`config.mk`:
```
export PLATFORM = sky130hd
export DESIGN_NAME = demux_deser_nch
export DESIGN_NICKNAME = d
export VERILOG_FILES = /design/src/rtl/demux_deser_nch.sv
export SDC_FILE = /design/constraint.sdc
export NUM_CORES = 1
export LEC_CHECK = 0
export ABC_CLOCK_PERIOD_IN_PS = 5500
export CAP_MARGIN = 20
export CORE_ASPECT_RATIO = 0.75
export CORE_MARGIN = 2
export CORE_UTILIZATION = 48
export DETAILED_ROUTE_END_ITERATION = 7
export PLACE_DENSITY = 0.73
export SLEW_MARGIN = 20
export SYNTH_ARGS = -nofsm -noshare
export SYNTH_HDL_FRONTEND = slang
export SYNTH_SLANG_ARGS = --single-unit
```
`constraint.sdc`:
```
create_clock -name clk_4f -period 5.5 [get_ports clk_4f]
set_input_delay 0.825 -clock clk_4f [delete_from_list [all_inputs] [get_ports clk_4f]]
set_output_delay 0.825 -clock clk_4f [all_outputs]
set_load 0.01 [all_outputs]
```
`src/rtl/demux_deser_nch.sv`:
```
// demux_deser_nch: gathers DATA_W-bit beats into DATA_W*RATIO-bit words after
// aligning on a SYNC_CHAR preamble, then deals words round-robin onto NUM_CH lanes.
// Optional saturating framing-error counter: define DEMUX_ERR_COUNT_EN.
module demux_deser_nch #(
    parameter int unsigned       DATA_W     = 8,
    parameter int unsigned       RATIO      = 4,
    parameter int unsigned       NUM_CH     = 2,
    parameter logic [DATA_W-1:0] SYNC_CHAR  = DATA_W'(8'hBC),
    parameter int unsigned       SYNC_COUNT = 4
) (
    input  logic                       clk_4f,
    input  logic                       reset,
    input  logic [DATA_W-1:0]          data_in,
    input  logic                       valid_in,
    output logic [NUM_CH*DATA_W*RATIO-1:0] data_out,
    output logic [NUM_CH-1:0]          valid_out,
    output logic                       aligned_out,
    output logic                       err_out
`ifdef DEMUX_ERR_COUNT_EN
    ,
    output logic [7:0]                 err_count
`endif
);

    localparam int unsigned OUT_W = DATA_W * RATIO;
    localparam int unsigned CH_W  = (NUM_CH > 1) ? $clog2(NUM_CH) : 1;
    localparam int unsigned BC_W  = $clog2(RATIO);
    localparam int unsigned SC_W  = $clog2(SYNC_COUNT + 1);

    typedef enum logic {
        SEARCH  = 1'b0,
        ALIGNED = 1'b1
    } state_t;

    state_t                  state_q, state_d;
    logic [SC_W-1:0]         sync_cnt_q, sync_cnt_d;
    logic [BC_W-1:0]         beat_cnt_q, beat_cnt_d;
    logic [CH_W-1:0]         ch_ptr_q, ch_ptr_d;
    logic [OUT_W-1:0]        acc_q, acc_d;
    logic [NUM_CH*OUT_W-1:0] lanes_q, lanes_d;
    logic [NUM_CH-1:0]       valid_q, valid_d;
    logic                    err_q, err_d;
    logic                    is_sync;

    assign is_sync = (data_in == SYNC_CHAR);

    // Next-state: preamble search, word accumulation, lane dealing, framing errors.
    always_comb begin
        state_d    = state_q;
        sync_cnt_d = sync_cnt_q;
        beat_cnt_d = beat_cnt_q;
        ch_ptr_d   = ch_ptr_q;
        acc_d      = acc_q;
        lanes_d    = lanes_q;
        valid_d    = '0;
        err_d      = 1'b0;

        if (valid_in) begin
            case (state_q)
                SEARCH: begin
                    if (is_sync) begin
                        if (sync_cnt_q == SC_W'(SYNC_COUNT - 1)) begin
                            state_d    = ALIGNED;
                            sync_cnt_d = '0;
                        end else begin
                            sync_cnt_d = sync_cnt_q + 1'b1;
                        end
                    end else begin
                        sync_cnt_d = '0;
                    end
                end
                ALIGNED: begin
                    if (is_sync) begin
                        // Sync at a word boundary is idle filler; mid-word it drops the partial word.
                        if (beat_cnt_q != '0) begin
                            err_d      = 1'b1;
                            acc_d      = '0;
                            beat_cnt_d = '0;
                        end
                    end else begin
                        for (int unsigned b = 0; b < RATIO; b++) begin
                            if (beat_cnt_q == BC_W'(b)) begin
                                acc_d[(RATIO-1-b)*DATA_W +: DATA_W] = data_in;
                            end
                        end
                        if (beat_cnt_q == BC_W'(RATIO - 1)) begin
                            for (int unsigned c = 0; c < NUM_CH; c++) begin
                                if (ch_ptr_q == CH_W'(c)) begin
                                    lanes_d[c*OUT_W +: OUT_W] = acc_d;
                                    valid_d[c]                = 1'b1;
                                end
                            end
                            beat_cnt_d = '0;
                            ch_ptr_d   = (ch_ptr_q == CH_W'(NUM_CH - 1)) ? '0 : ch_ptr_q + 1'b1;
                        end else begin
                            beat_cnt_d = beat_cnt_q + 1'b1;
                        end
                    end
                end
                default: state_d = SEARCH;
            endcase
        end
    end

    // State and datapath registers.
    always_ff @(posedge clk_4f or posedge reset) begin
        if (reset) begin
            state_q    <= SEARCH;
            sync_cnt_q <= '0;
            beat_cnt_q <= '0;
            ch_ptr_q   <= '0;
            acc_q      <= '0;
            lanes_q    <= '0;
            valid_q    <= '0;
            err_q      <= 1'b0;
        end else begin
            state_q    <= state_d;
            sync_cnt_q <= sync_cnt_d;
            beat_cnt_q <= beat_cnt_d;
            ch_ptr_q   <= ch_ptr_d;
            acc_q      <= acc_d;
            lanes_q    <= lanes_d;
            valid_q    <= valid_d;
            err_q      <= err_d;
        end
    end

    assign data_out    = lanes_q;
    assign valid_out   = valid_q;
    assign aligned_out = (state_q == ALIGNED);
    assign err_out     = err_q;

`ifdef DEMUX_ERR_COUNT_EN
    logic [7:0] err_count_q, err_count_d;
    logic       broken_pre;

    // Count framing errors and broken preambles, saturating at 8'hFF.
    always_comb begin
        broken_pre  = valid_in && (state_q == SEARCH) && !is_sync && (sync_cnt_q != '0);
        err_count_d = err_count_q;
        if ((err_d || broken_pre) && (err_count_q != 8'hFF)) begin
            err_count_d = err_count_q + 1'b1;
        end
    end

    // Error counter register.
    always_ff @(posedge clk_4f or posedge reset) begin
        if (reset) begin
            err_count_q <= '0;
        end else begin
            err_count_q <= err_count_d;
        end
    end

    assign err_count = err_count_q;
`endif

endmodule

```
==> impl_results.md <==
- Status: completed
- Clock latency on the worst-skew pair: 0.35 ns
- WL final: 11500 µm
- ANT nets after route: 0
- Core area: 9810 µm²
- Clock root buffer: clkbuf_16
- Vias: 3479
- Worst hold path class: reg -> reg
- CTS tree: done
- Ys flop type: dfrtp_1
- Smallest hold slack: 0.485 ns
- Max Cap Viol: 0
- DRC violations left: 0
- Die H: 91.6 µm
- Crit path launch type: input port
- Post-Syn Area per Cell: 12.3 µm²
- Capturing point of the worst reg2reg path: data_out[56]$_DFFE_PP0P_
- Fmax: 0.298 GHz
- Hold depth: 1
- Flop2flop setup slack: 2.71 ns
- Fin Clk Skew: 0.00950 ns
- Slew @ Worst Pin: 1.04 ns
- GP Congestion: 0.880
- ANT cells: 0
- Synthesized flop and latch total: 106
- Headroom to the max-slew limit: 0.308
- Syn Inst Count: 399
- WL/cell: 19.3 µm
- Post-route setup slack: 2.14 ns
- # IOs: 79
- Count of distinct cell types in the synthesized netlist: 39
- Detailed placement HPWL: 7550 µm
- Top Usage Layer GRT: met1
- Pre-CTS setup slack: 1.84 ns
- FF-to-FF path depth: 5
- Pleak: 2.98 nW
- Initial drt markers: 213
- Tcrit/Tclk final: 0.610
- Final nets: 472
- Worst EP arrival: 3.58 ns
- PD cells: 245 nW/µm²
- RR Startpoint: beat_cnt_q[0]$_DFFE_PP0P_
- Slew Viols, Final: 0
- Via density: 5.87
- Rows: 31
- Layout Cells excl Fill: 593
- Number of global-route vias before repair: 3496
- Port Buffers: 78
- Mapped Area: 4910 µm²
- Fraction of layout cells with a size suffix above 1: 0.189
- Hold buffers post-CTS: 0
- Worst-path maximum fanout: 21
- 1st-pass router iterations: 5
- First-pass GRT wire length: 19200 µm
- Peak supply drop: 0.165 mV
- Met3 usage: 0.0553
- Final hold vios: 0
- # setup viols final: 0
- Critical path class: in -> reg
- Routing usage on met2: 0.328
- Number of H-tree levels: 3
- Initial Util: 0.500
- Post-synth EDFFs: 0
- Unrepaired setup endpoints after global routing: no
- Max clock buf depth: 2
- Area grow syn2layout: 22.1%
- Most frequent cells in the layout: dfrtp_1 (106), clkdlybuf4s50_1 (78), mux2_2 (60)
- WP data required: 5.73 ns
- Clock sink total: 106
- Min Tclk post-route: 3.36 ns
- Yosys warning count: 0
- Fin Setup TNS: 0 ns
- Largest net degree at the start of global routing: 74
- Post-CTS setup buffers: 0
- Initial antenna violation count: 0
- Power Total: 1.47 mW
- Register area share after synthesis: 0.540
- Post-CTS sizing: 0
- Die W: 121 µm
- Die area: 11100 µm²
- Met1 Track Usage GR: 0.333
- Net Count, Synth: 415
- CTS buffer count: 9
- Worst-path clk slew: 0.06 ns
- Total global routing overflow: 0
- Placed Cells incl. Taps: 577
- Hold EP: acc_q[18]$_DFFE_PP0P_
- Crit path capture type: register
- Asr flop ratio synth: 1.00
- Commonest non-fill, non-tap cell in the layout: dfrtp_1
- Total track usage: 0.225
- HP Start: acc_q[18]$_DFFE_PP0P_
==> power breakdown <==
part	leakage, nW	internal [mW]	total [mW]	switching [mW]
clock network	0.149	0.364	0.646	0.282
logic	1.35	0.0107	0.0433	0.0326
registers	1.48	0.779	0.779	0.0000393
total	2.98	1.15	1.47	0.314
==> state kept, by name (all words and copies together) (netlist names) <==
name         flops
data_out        64
acc_q           32
sync_cnt_q       3
beat_cnt_q       2
valid_out        2
aligned_out      1
ch_ptr_q         1
err_out          1
==> routing by layer <==
layer | share of wire | routed length, µm
met5 | 0 | 0
met4 | 0.013 | 148
met3 | 0.069 | 795
met2 | 0.44 | 5030
met1 | 0.48 | 5480
==> area by class of cell <==
type / instances / area [µm²]
fillers: 812 / 3820
inverters: 5 / 21.3
flip-flops and latches: 106 / 2650
well taps: 132 / 165
clock inverters: 5 / 53.8
clock buffers: 11 / 243
repair buffers: 83 / 818
multi-input cells: 251 / 2040
==> cell usage after synthesis (all sizes together) (3+ instances only) <==
cell type | count | area [µm²]
nor2 | 3 | 13.8
and4 | 6 | 52.6
inv | 5 | 18.8
mux2 | 64 | 721
o2bb2ai | 24 | 210
nand3 | 8 | 40.0
o21ai | 4 | 20.0
nand2b | 3 | 18.8
a21o | 31 | 233
buf | 29 | 175
a31oi | 16 | 100
clkbuf | 8 | 30.0
o22ai | 5 | 31.3
ha | 5 | 62.6
nand4 | 11 | 68.8
dfrtp | 106 | 2650
a21oi | 9 | 45.0
nand2 | 12 | 45.0
nor2b | 31 | 194
==> stage by stage <==
stage          utilization  cell area (µm²)
2_1_floorplan            -             4910
3_3_place_gp         0.581             5700
3_5_place_dp         0.581             5700
4_1_cts              0.611             6000
5_1_grt              0.611             6000
6_report             0.611             6000
==> cell families after synthesis <==
group / Yosys count / share of synthesized area
muxes: 64 / 0.147
buffers and inverters: 42 / 0.0456
and+or+nand+nor: 83 / 0.103
DFF: 106 / 0.540
adders and majority gates: 5 / 0.0127
AOI/OAI and AO/OA: 98 / 0.150
xor gates and xnor gates: 1 / 0.00178
==> how the worst max path moves through the flow <==
stage                          start                       end  slack, ns  depth (start not counted)
after global placement    data_in[3]  data_out[63]$_DFFE_PP0P_       1.97                          5
final                     data_in[7]  data_out[56]$_DFFE_PP0P_       2.14                          5
after global routing      data_in[6]  data_out[63]$_DFFE_PP0P_       1.98                          5
after detailed placement  data_in[7]  data_out[63]$_DFFE_PP0P_       1.84                          5
after floorplan                reset      acc_q[0]$_DFFE_PP0P_       1.89                          1
after CTS                 data_in[7]  data_out[63]$_DFFE_PP0P_       2.20                          5
==> critical path, cell delays in order <==
cell	delay, ns
clkdlybuf4s50_1	0.75
nand4b_1	0.54
o211ai_4	0.66
buf_4	0.41
mux2_2	0.38
No activity file was read; power rests on OpenSTA's default activity.
